===== src/rtl/axis_rle_encoder.sv =====
// axis_rle_encoder: collapses runs of identical AXI4-Stream payloads into
// single words whose count field [W-17:W-32] carries run length minus one.
// Optional idle-flush of an open run is enabled by defining the macro
// AXIS_RLE_ENCODER_TIMEOUT_EN (threshold set by TIMEOUT_CYCLES).
module axis_rle_encoder #(
  parameter int AXIS_TDATA_WIDTH = 128,  // must be >= 32
  parameter int TIMEOUT_CYCLES   = 1024
) (
  input  logic                        aclk,
  input  logic                        aresetn,
  input  logic [AXIS_TDATA_WIDTH-1:0] s_axis_tdata,
  input  logic                        s_axis_tvalid,
  input  logic                        s_axis_tlast,
  output logic                        s_axis_tready,
  output logic [AXIS_TDATA_WIDTH-1:0] m_axis_tdata,
  output logic                        m_axis_tvalid,
  output logic                        m_axis_tlast,
  input  logic                        m_axis_tready
);

  localparam int W       = AXIS_TDATA_WIDTH;
  localparam int CNT_LSB = W - 32;
  localparam logic [W-1:0] CNT_MASK = {{(W-16){1'b0}}, 16'hFFFF} << CNT_LSB;

  typedef enum logic [1:0] {
    IDLE = 2'd0,  // no open run
    RUN  = 2'd1,  // run open and still allowed to grow
    PEND = 2'd2   // closed tlast run waiting for the output slot
  } state_t;

  state_t         state_reg, state_next;
  logic [W-1:0]   run_payload_reg, run_payload_next;
  logic [15:0]    run_count_reg, run_count_next;
  logic           run_last_reg, run_last_next;

  logic           emit;
  logic [W-1:0]   emit_data;
  logic           emit_last;
  logic           slot_free;
  logic           accept;
  logic           same;
  logic [W-1:0]   payload;

  // Insert a 16-bit count into an already-masked payload.
  function automatic logic [W-1:0] pack_word(input logic [W-1:0] p, input logic [15:0] c);
    return p | ({{(W-16){1'b0}}, c} << CNT_LSB);
  endfunction

  assign slot_free     = !m_axis_tvalid || m_axis_tready;
  assign s_axis_tready = aresetn && slot_free && (state_reg != PEND);
  assign accept        = s_axis_tvalid && s_axis_tready;
  assign payload       = s_axis_tdata & ~CNT_MASK;
  assign same          = (payload == run_payload_reg);

`ifdef AXIS_RLE_ENCODER_TIMEOUT_EN
  logic [15:0] idle_cnt_reg;
  logic        timeout_hit;

  assign timeout_hit = (idle_cnt_reg == 16'(TIMEOUT_CYCLES));

  // Count consecutive RUN cycles with no accepted beat; saturate at the threshold.
  always_ff @(posedge aclk or negedge aresetn) begin
    if (!aresetn) begin
      idle_cnt_reg <= 16'd0;
    end else if (state_reg != RUN || accept || (timeout_hit && slot_free)) begin
      idle_cnt_reg <= 16'd0;
    end else if (!timeout_hit) begin
      idle_cnt_reg <= idle_cnt_reg + 16'd1;
    end
  end
`else
  logic unused_timeout_cfg;
  assign unused_timeout_cfg = ^16'(TIMEOUT_CYCLES);
`endif

  // Next-state, run update and emit decision.
  always_comb begin
    state_next       = state_reg;
    run_payload_next = run_payload_reg;
    run_count_next   = run_count_reg;
    run_last_next    = run_last_reg;
    emit             = 1'b0;
    emit_data        = pack_word(run_payload_reg, run_count_reg);
    emit_last        = 1'b0;
    case (state_reg)
      IDLE: begin
        if (accept) begin
          run_payload_next = payload;
          run_count_next   = 16'd0;
          run_last_next    = s_axis_tlast;
          if (s_axis_tlast) begin
            // single-beat packet: emit at once, no run stays open
            emit      = 1'b1;
            emit_data = payload;
            emit_last = 1'b1;
          end else begin
            state_next = RUN;
          end
        end
      end
      RUN: begin
        if (accept) begin
          if (same && run_count_reg != 16'hFFFF) begin
            run_count_next = run_count_reg + 16'd1;
            if (s_axis_tlast) begin
              emit          = 1'b1;
              emit_data     = pack_word(run_payload_reg, run_count_reg + 16'd1);
              emit_last     = 1'b1;
              run_last_next = 1'b1;
              state_next    = IDLE;
            end
          end else begin
            // differing payload or saturated count closes the old run
            emit             = 1'b1;
            run_payload_next = payload;
            run_count_next   = 16'd0;
            run_last_next    = s_axis_tlast;
            state_next       = s_axis_tlast ? PEND : RUN;
          end
        end
`ifdef AXIS_RLE_ENCODER_TIMEOUT_EN
        else if (timeout_hit && slot_free) begin
          emit       = 1'b1;
          state_next = IDLE;
        end
`endif
      end
      PEND: begin
        if (slot_free) begin
          emit       = 1'b1;
          emit_last  = run_last_reg;
          state_next = IDLE;
        end
      end
      default: state_next = IDLE;
    endcase
  end

  // FSM state and open-run register.
  always_ff @(posedge aclk or negedge aresetn) begin
    if (!aresetn) begin
      state_reg       <= IDLE;
      run_payload_reg <= '0;
      run_count_reg   <= 16'd0;
      run_last_reg    <= 1'b0;
    end else begin
      state_reg       <= state_next;
      run_payload_reg <= run_payload_next;
      run_count_reg   <= run_count_next;
      run_last_reg    <= run_last_next;
    end
  end

  // Single output slot: load on emit, clear valid when drained.
  always_ff @(posedge aclk or negedge aresetn) begin
    if (!aresetn) begin
      m_axis_tdata  <= '0;
      m_axis_tvalid <= 1'b0;
      m_axis_tlast  <= 1'b0;
    end else if (emit) begin
      m_axis_tdata  <= emit_data;
      m_axis_tvalid <= 1'b1;
      m_axis_tlast  <= emit_last;
    end else if (m_axis_tready) begin
      m_axis_tvalid <= 1'b0;
    end
  end

endmodule


===== config.mk =====
export PLATFORM = sky130hd
export DESIGN_NAME = axis_rle_encoder
export DESIGN_NICKNAME = d
export VERILOG_FILES = /design/src/rtl/axis_rle_encoder.sv
export SDC_FILE = /design/constraint.sdc
export NUM_CORES = 1
export LEC_CHECK = 0
export ABC_AREA = 1
export BUFFER_PORTS_ARGS = -buffer_cell sky130_fd_sc_hd__buf_2
export CAP_MARGIN = 20
export CELL_PAD_IN_SITES_DETAIL_PLACEMENT = 1
export CELL_PAD_IN_SITES_GLOBAL_PLACEMENT = 2
export CORE_ASPECT_RATIO = 1.2
export CORE_UTILIZATION = 27
export CTS_CLUSTER_DIAMETER = 60
export DETAILED_ROUTE_END_ITERATION = 8
export GPL_ROUTABILITY_DRIVEN = 0
export GPL_TIMING_DRIVEN = 0
export PLACE_DENSITY_LB_ADDON = 0.1
export SETUP_SLACK_MARGIN = 0.15
export SYNTH_ARGS = -nofsm -noshare
export SYNTH_HDL_FRONTEND = slang
export SYNTH_SLANG_ARGS = --single-unit

===== constraint.sdc =====
create_clock -name aclk -period 3.4 [get_ports aclk]
set_input_delay 0 -clock aclk [delete_from_list [all_inputs] [get_ports aclk]]
set_output_delay 0 -clock aclk [all_outputs]
set_load 0.05 [all_outputs]

==> impl_metrics.py, run 1 <==
metrics = {
    "run_status": {
        "outcome": "completed",
    },
    "global_route": {
        "grt_pass1_vias": 15430,
        "grt_pass1_wl_mm": 92.8,
        "grt_overflow_total": 0,
        "grt_max_degree": 106,
        "grtUsageTotal_pct": 22.0,
        "antenna_found_initial": 2,
    },
    "drt": {
        "drtIter0Drc": 665,
        "viasPerCell": 4.55,
        "drt-total-wl_mm": 60.2,
        "route.vias.total": 14804,
        "wl_per_cell_um": 18.5,
        "firstDrtPassIters": 4,
        "ant_nets": 0,
        "drc": 0,
    },
    "synth": {
        "ys_ff_latch": 261,
        "syn_inst": 2101,
        "synth_xor_area_share_pct": 2.75,
        "synth_mux_area_share_pct": 0,
        "syn_area_um2": 14600,
        "syn_area_per_cell_um2": 6.97,
        "synth_simple_gate_area_share_pct": 27.7,
        "synth_top_area_cell": "dfrtp_1",
        "synth-edff-count": 0,
        "synth_cell_type_count": 35,
        "synth_area_leaders": "dfrtp_1 (45%), nand2_1 (20%), o21ai_0 (9.5%)",
        "yosys.area_share.adder_pct": 0.171,
        "synth_top_family_by_area": "simple AND/OR/NAND/NOR gates",
        "synth.yosys.seq_area_share_pct": 44.6,
        "ys_warn_count": 0,
        "synth_compound_area_share_pct": 14.0,
        "postSynth.asyncResetShare_pct": 100,
        "ys.flop_type": "dfrtp_1",
        "yosys.area.top_type_share_pct": 44.6,
        "syn_nets": 2236,
    },
    "sta": {
        "rsz0062_at_grt": "false",
        "tightestPinTransition_ns": 0.623,
        "slew_violations": 0,
        "fin_ws_ns": 0.413,
        "relSlewSlack_pct": 58.5,
        "fin_crit_ns": 2.99,
        "clock_skew_ns": 0.0250,
        "finalHoldViolCount": 0,
        "max_freq_ghz": 0.335,
        "setup_viol": 0,
        "setup_tns_ns": 0,
        "finalCritPeriodShare_pct": 87.9,
    },
    "worst_hold_path": {
        "min_path_type": "in -> reg",
        "worstHoldStart": "m_axis_tready",
    },
    "clocking": {
        "cts_tree": "yes",
        "clockBufferDepth": 3,
        "insertion_delay_ns": 0.57,
        "cts_buffers": 38,
        "clkSinkCount": 261,
        "cts.clk_slew.worst_paths_ns": 0.06,
        "h-tree-depth": 2,
        "root_buffer": "clkbuf_16",
    },
    "placed_design": {
        "place_hpwl_mm": 45.2,
        "portBuffers": 247,
        "pre_cts_slack_ns": 0.0231,
        "dp_cells": 3062,
    },
    "worst_setup_path": {
        "startpoint_type": "input port",
        "endpoint_kind": "flop",
        "worstPathRequired_ns": 3.83,
        "crit_path_start": "aresetn",
        "cp.arrival_ns": 3.42,
        "crit_type": "in -> reg",
        "r2r-start": "run_payload_reg[37]",
        "cp_max_fo": 105,
    },
    "die": {
        "core-area_um2": 53600,
        "io_pins": 264,
        "rows": 93,
        "start_util_pct": 27.3,
        "die_h_um": 257,
        "die-width_um": 215,
        "dieArea_um2": 55100,
    },
    "layout": {
        "layout_common_cells": "nand2_1 (795), o21ai_0 (278), buf_2 (277)",
        "area_delta_synth_final_pct": 32.8,
        "fin_util_pct": 36.2,
        "fill_cells": 6742,
        "finalNonFillerCells": 3253,
        "mostFrequentLayoutCell": "nand2_1",
        "largest_register_ffs": 128,
        "nets": 2646,
        "drive_gt1_share_pct": 16.2,
    },
    "job": {
        "maxCapViolations": 0,
    },
    "power_and_ir_drop": {
        "ir_worst_vdd_mv": 0.485,
        "powerDensity_nw_per_um2": 858,
        "leakage_nw": 9.98,
        "total_power_mw": 16.7,
    },
}
[worst max-delay path: stages]
cell and delay (ns):
dlygate4sd3_1 0.56, buf_8 0.11, buf_16 0.09, buf_16 0.09
buf_16 0.12, buf_16 0.37, nand2_1 0.14, nor2_2 0.18
nand2_4 0.14, nor2_8 0.29, buf_2 0.43, buf_2 0.33
nand2_1 0.07, o21ai_0 0.15, o21ai_0 0.15
[metrics by stage]
step | hold slack, ns | cell area (um^2)
finish | 0.185 | 19400
global route | 0.184 | 19400
CTS | 0.153 | 19400
detailed placement | 0.0170 | 16800
global placement | 0.208 | 16800
floorplan | -0.296 | 14600
[cell usage after synthesis (16+ instances only)]
cell	n
dfrtp_1	261
nand2_1	795
nand4_1	19
xor2_1	27
o21ai_0	278
o21ai_1	60
buf_2	31
clkbuf_1	23
inv_1	267
nand3_1	29
a21oi_1	36
o22ai_1	16
nor2_1	166
xnor2_1	19
[area by class of cell]
type                       count  area (um^2)  share of cell area, %
tap                          712          891                   4.58
clock inverter                18          253                   1.30
clock buffer                  51         1050                   5.40
buffer                        85          533                   2.74
timing repair buffer         370         2590                   13.3
multi-input combinational   1475         6530                   33.6
sequential                   261         6530                   33.6
antenna                        1         2.50                 0.0129
inverter                     280         1050                   5.41
[final timing paths]
path / endpoint / slack [ns] / cells past startpoint
setup / recovery: m_axis_tdata[122] / 0.41 / 15
hold / removal: m_axis_tvalid / 0.19 / 3
setup reg to reg: m_axis_tdata[1] / 0.42 / 16
hold reg to reg: m_axis_tdata[78] / 0.48 / 2
max in group asynchronous: m_axis_tdata[101] / 2.52 / 6
min in group asynchronous: m_axis_tdata[67] / 0.33 / 6
[what timing repair did]
action,in CTS,in global routing
hold buffers,120,0
buffers inserted,0,1
endpoints found under the setup margin,0,107
resized for setup,0,12
endpoints found under the hold margin,412,0
[report_power, final]
group | switching [mW] | total (mW) | internal, mW
Sequential | 0.931 | 5.17 | 4.24
Combinational | 5.34 | 7.29 | 1.95
Clock | 1.64 | 4.21 | 2.57
[routing by layer]
layer / wire length [um] / vias to the layer above / track usage [%]
met3: 1750 / 69 / 3.22
met4: 1460 / 2 / 6.21
met5: 13 / - / 0
li1: - / 7331 / -
met1: 27400 / 7193 / 28.3
met2: 29600 / 209 / 38.0
[kinds of logic after synthesis]
logic type	Yosys count
buffers and inverters	365
adder cells (fa/ha/maj)	2
AO/OA/AOI/OAI	397
XOR/XNOR	46
flip-flops	261
AND/OR/NAND/NOR	1030
No activity file was read; power rests on OpenSTA's default activity.
==> run 2: changes to the inputs <==
clock period = 3.7 ns   (was 3.4 ns; I/O delays follow)
==> run 2 against run 1 <==
The flow now finishes with violations (hold timing). Wire length down 0.15%. Critical path type unchanged. Critical endpoint is now m_axis_tdata[73]. Clock skew up 0.0015 ns. First-iteration DRC count up 0.60%. Via count down 0.18%. Global-route usage about the same. Combinational power down 8.4%. Clock power down 8.3%. Largest cell class unchanged.
==> impl_metrics.py, run 2 (synthesis results as in run 1) <==
metrics = {
    "drt": {
        "viasPerCell": 4.55,
        "drc": 0,
        "route.vias.total": 14778,
        "ant_nets": 0,
        "firstDrtPassIters": 4,
        "drtIter0Drc": 669,
        "wl_per_cell_um": 18.5,
        "drt-total-wl_mm": 60.1,
    },
    "sta": {
        "finalCritPeriodShare_pct": 84.5,
        "fin_crit_ns": 3.13,
        "setup_viol": 0,
        "clock_skew_ns": 0.0265,
        "relSlewSlack_pct": 59.1,
        "hold_slack_ns": -0.0330,
        "finalHoldViolCount": 21,
        "slew_violations": 0,
        "setup_tns_ns": 0,
        "max_freq_ghz": 0.320,
        "tightestPinTransition_ns": 0.614,
        "rsz0062_at_grt": "false",
    },
    "global_route": {
        "grt_pass1_wl_mm": 92.7,
        "grtUsageTotal_pct": 21.9,
        "antenna_found_initial": 2,
        "grt_pass1_vias": 15419,
        "grt_overflow_total": 0,
        "grt_max_degree": 106,
    },
    "clocking": {
        "post-cts-setup-buffers": 0,
        "root_buffer": "clkbuf_16",
        "clkSinkCount": 261,
        "cts_tree": "yes",
        "h-tree-depth": 2,
        "clockBufferDepth": 3,
        "insertion_delay_ns": 0.57,
        "cts_buffers": 38,
        "cts.clk_slew.worst_paths_ns": 0.06,
    },
    "worst_setup_path": {
        "critPathSlowestCell": "dlygate4sd3_1",
        "path_depth": 11,
        "rr_worst_depth": 15,
        "startpoint_type": "input port",
        "crit_type": "in -> reg",
        "max_stage_delay_ns": 0.58,
        "r2r-start": "run_payload_reg[37]",
        "worstPathRequired_ns": 4.18,
        "cp_max_fo": 105,
        "endpoint_kind": "flop",
        "crit_buf_inv": 5,
        "crit_family": "buffers and inverters",
        "crit_path_start": "aresetn",
        "cp.arrival_ns": 3.60,
        "crit_chain": "dlygate4sd3_1 -> buf_12 -> buf_16 -> nand2_1 -> nor2_2 -> nand2_4 -> nor2_8 -> buf_2 -> clkbuf_1 -> o21ai_0 -> o21ai_1",
    },
    "job": {
        "maxCapViolations": 0,
    },
    "die": {
        "io_pins": 264,
        "dieArea_um2": 55100,
        "die_h_um": 257,
        "start_util_pct": 27.3,
        "core-area_um2": 53600,
        "rows": 93,
        "die-width_um": 215,
    },
    "layout": {
        "nets": 2641,
        "mostFrequentLayoutCell": "nand2_1",
        "layout_common_cells": "nand2_1 (795), o21ai_0 (278), buf_2 (277)",
        "drive_gt1_share_pct": 15.8,
        "fill_cells": 6752,
        "area_delta_synth_final_pct": 31.9,
        "largest_register_ffs": 128,
    },
    "run_status": {
        "outcome": "finished with violations",
        "violations": "hold timing",
    },
    "power_and_ir_drop": {
        "leakage_nw": 9.90,
        "ir_worst_vdd_mv": 0.446,
        "powerDensity_nw_per_um2": 793,
    },
    "worst_hold_path": {
        "min_path_type": "in -> async",
    },
    "placed_design": {
        "place_hpwl_mm": 45.2,
        "portBuffers": 247,
    },
}
run 2: power breakdown:
part	switching (mW)	leakage, nW	internal [mW]
Sequential	0.856	3.28	3.90
Combinational	4.90	5.99	1.77
Clock	1.50	0.629	2.36
run 2: final timing paths:
check | to | slack [ns]
setup / recovery | m_axis_tdata[73] | 0.57
hold / removal | m_axis_tdata[65] | -0.03
setup reg to reg | run_payload_reg[25] | 0.64
hold reg to reg | m_axis_tdata[59] | 0.48
max in group asynchronous | run_payload_reg[4] | 2.80
min in group aclk | m_axis_tvalid | 0.19
run 2: metrics by stage:
step | util (%) | instance area, um^2 | instances | power [mW] | worst slack, ns
floorplan | - | 14600 | 2101 | 9.24 | 1.25
global placement | 31.2 | 16800 | 3060 | 11.3 | -4.02
detailed placement | 31.4 | 16800 | 3062 | 11.5 | 0.323
CTS | 36.0 | 19300 | 3247 | 15.6 | 0.328
global route | 36.0 | 19300 | 3248 | 16.3 | 0.184
finish | 36.0 | 19300 | 3248 | 15.3 | 0.573
run 2: repair_timing:
item                                   in CTS  in global routing
setup endpoints to repair                   0                  6
endpoints found under the hold margin     412                  0
hold buffers                              116                  0
resized for setup                           0                  1
run 2: area by class of cell:
cell class | instances | area, um^2 | share of cell area (%)
Sequential cell | 261 | 6530 | 33.8
Multi-Input combinational cell | 1475 | 6530 | 33.8
Timing Repair Buffer | 365 | 2470 | 12.8
Inverter | 280 | 1050 | 5.45
Clock buffer | 51 | 1050 | 5.44
Tap cell | 712 | 891 | 4.62
Buffer | 85 | 527 | 2.73
Clock inverter | 18 | 253 | 1.31
Antenna cell | 1 | 2.50 | 0.0130
run 2: metal layers:
metal | track usage, % | share of wire, % | up-vias
li1 | - | - | 7312
met1 | 28.3 | 45 | 7174
met2 | 38.0 | 49 | 220
met3 | 3.22 | 3.0 | 70
met4 | 6.21 | 2.4 | 2
met5 | 0 | 0.022 | -
==> run 3: changes to the inputs <==
clock period = 2.8 ns   (was 3.7 ns; I/O delays follow)
==> run 3 against run 2 <==
The flow still finishes with violations (hold timing). Final area up 5.8%. Die area unchanged. Sequential power is 32% higher. Clock power increased by 32%. Power is 36% higher. Hold slack got worse by 0.20 ns. Cell count rose by 1.2%. Sequential cell count did not move. Count of clock-buffer cells in the layout is the same. Clock skew decreased by 0.0011 ns. Global-route usage is 0.079 points higher. Worst setup slack got worse by 0.31 ns.
==> impl_metrics.py, run 3 (synthesis results as in run 1) <==
metrics = {
    "run_status": {
        "outcome": "finished with violations",
        "violations": "hold timing",
    },
    "power_and_ir_drop": {
        "leakage_nw": 10.4,
        "power.share.clock_pct": 24.5,
        "p_sw_share_pct": 47.1,
        "ir_worst_vdd_mv": 0.589,
        "p_int_mw": 11.0,
        "powerDensity_nw_per_um2": 1020,
        "total_power_mw": 20.9,
        "comb_power_share_pct": 45.4,
        "p_switching_mw": 9.83,
        "seq_power_share_pct": 30.1,
    },
    "clocking": {
        "insertion_delay_ns": 0.57,
        "clockBufferDepth": 3,
        "h-tree-depth": 2,
        "cts_buffers": 38,
        "cts_tree": "yes",
        "root_buffer": "clkbuf_16",
        "postCtsHoldBufs": 121,
        "cts.clk_slew.worst_paths_ns": 0.06,
        "clkSinkCount": 261,
    },
    "die": {
        "die-width_um": 215,
        "io_pins": 264,
        "dieArea_um2": 55100,
        "core-area_um2": 53600,
        "rows": 93,
        "die_h_um": 257,
        "start_util_pct": 27.3,
    },
    "sta": {
        "relSlewSlack_pct": 58.7,
        "max_freq_ghz": 0.395,
        "clock_skew_ns": 0.0254,
        "rsz0062_at_grt": "false",
        "finalCritPeriodShare_pct": 90.4,
        "hold_slack_ns": -0.236,
        "fin_ws_ns": 0.268,
        "setup_tns_ns": 0,
        "tightestPinTransition_ns": 0.620,
        "slew_violations": 0,
        "finalHoldViolCount": 198,
        "fin_crit_ns": 2.53,
        "setup_viol": 0,
    },
    "layout": {
        "largest_register_ffs": 128,
        "area_delta_synth_final_pct": 39.5,
        "stdcell_area_um2": 20400,
        "layout_common_cells": "nand2_1 (777), o21ai_0 (273), inv_1 (267)",
        "nets": 2681,
        "finalNonFillerCells": 3288,
        "mostFrequentLayoutCell": "nand2_1",
        "fin_util_pct": 38.1,
        "drive_gt1_share_pct": 19.6,
    },
    "global_route": {
        "grt_pass1_wl_mm": 92.9,
        "grt_pass1_vias": 15470,
        "antenna_found_initial": 3,
        "grtUsageTotal_pct": 22.0,
        "grt_overflow_total": 0,
        "grt_max_degree": 106,
    },
    "placed_design": {
        "portBuffers": 247,
        "place_hpwl_mm": 45.2,
        "dp_cells": 3062,
        "pre_cts_slack_ns": -0.577,
        "dpl_cell_area_um2": 16800,
    },
    "drt": {
        "viasPerCell": 4.56,
        "dr_wl_met3_mm": 1.68,
        "firstDrtPassIters": 5,
        "route.vias.total": 14997,
        "drtIter0Drc": 734,
        "ant_nets": 0,
        "wl_met1_mm": 27.9,
        "route.met2.wl_mm": 31.7,
        "drt-total-wl_mm": 62.4,
        "wl_per_cell_um": 19.0,
        "routed.top_layer": "met5",
        "drc": 0,
    },
    "worst_setup_path": {
        "critPathSlowestCell": "dfrtp_1",
        "rr_worst_depth": 11,
        "worstPathRequired_ns": 3.28,
        "cp.arrival_ns": 3.01,
        "endpoint_kind": "flop",
        "startpoint_type": "flop",
        "cp_max_fo": 10,
        "path_depth": 11,
        "crit_buf_inv": 4,
        "crit_family": "buffers and inverters",
        "crit_type": "reg -> reg",
        "crit_chain": "inv_2 -> nor2_2 -> inv_1 -> nand2_1 -> nor2_2 -> nand2_4 -> nor2_8 -> buf_12 -> clkbuf_1 -> o21ai_0 -> o21ai_0",
        "max_stage_delay_ns": 0.47,
    },
    "job": {
        "maxCapViolations": 0,
    },
    "worst_hold_path": {
        "min_path_type": "in -> async",
    },
}
[run 3: cell count changes in the layout (fill, tap and decap cells not counted), sizes merged]
cell | before | now
clkbuf | 74 | 83
clkinv | 8 | 9
inv | 282 | 281
buf | 311 | 342
[run 3: layout make-up]
| cell class | count | area, um^2 |
|---|---|---|
| Fill cell | 6673 | 33200 |
| Multi-Input combinational cell | 1475 | 6730 |
| Sequential cell | 261 | 6530 |
| Timing Repair Buffer | 405 | 3070 |
| Inverter | 280 | 1060 |
| Clock buffer | 51 | 1050 |
| Tap cell | 712 | 891 |
| Buffer | 85 | 831 |
| Clock inverter | 18 | 253 |
| Antenna cell | 1 | 2.50 |
[run 3: path summary, 6_finish.rpt]
kind	startpoint	to	slack, ns
hold / removal	aresetn	run_payload_reg[60]	-0.24
hold reg to reg	m_axis_tdata[78]	m_axis_tdata[78]	0.48
setup reg to reg	state_reg[1]	m_axis_tdata[122]	0.27
setup / recovery	state_reg[1]	m_axis_tdata[122]	0.27
min in group aclk	m_axis_tready	m_axis_tvalid	0.18
max in group asynchronous	aresetn	run_payload_reg[36]	1.97
[run 3: repair_timing]
| action | CTS | global route |
|---|---|---|
| setup buffers | 2 | 22 |
| endpoints found under the setup margin | 247 | 247 |
| hold endpoints to repair | 412 | 198 |
| pin swaps | 4 | 17 |
| gates cloned | 0 | 11 |
| gates resized for setup | 53 | 112 |
[run 3: tightest hold or removal path, stage by stage]
cell and delay [ns]:
buf_8 0.08, buf_16 0.10, buf_16 0.09, buf_16 0.13, buf_16 0.34
[run 3: layer usage]
metal	track usage (%)	vias to the layer above
met2	38.1	204
met5	0	-
li1	-	7397
met3	3.23	65
met1	28.4	7327
met4	6.27	4
[run 3: power groups by stage]
| stage | clock, mW | combinational, mW | sequential (mW) |
|---|---|---|---|
| 3_5_place_dp | 0 | 8.84 | 6.34 |
| 6_report | 5.11 | 9.46 | 6.29 |
| 2_1_floorplan | 0 | 3.31 | 8.90 |
| 3_3_place_gp | 0 | 8.71 | 6.27 |
| 4_1_cts | 5.26 | 9.12 | 6.29 |
| 5_1_grt | 5.37 | 10.3 | 6.49 |
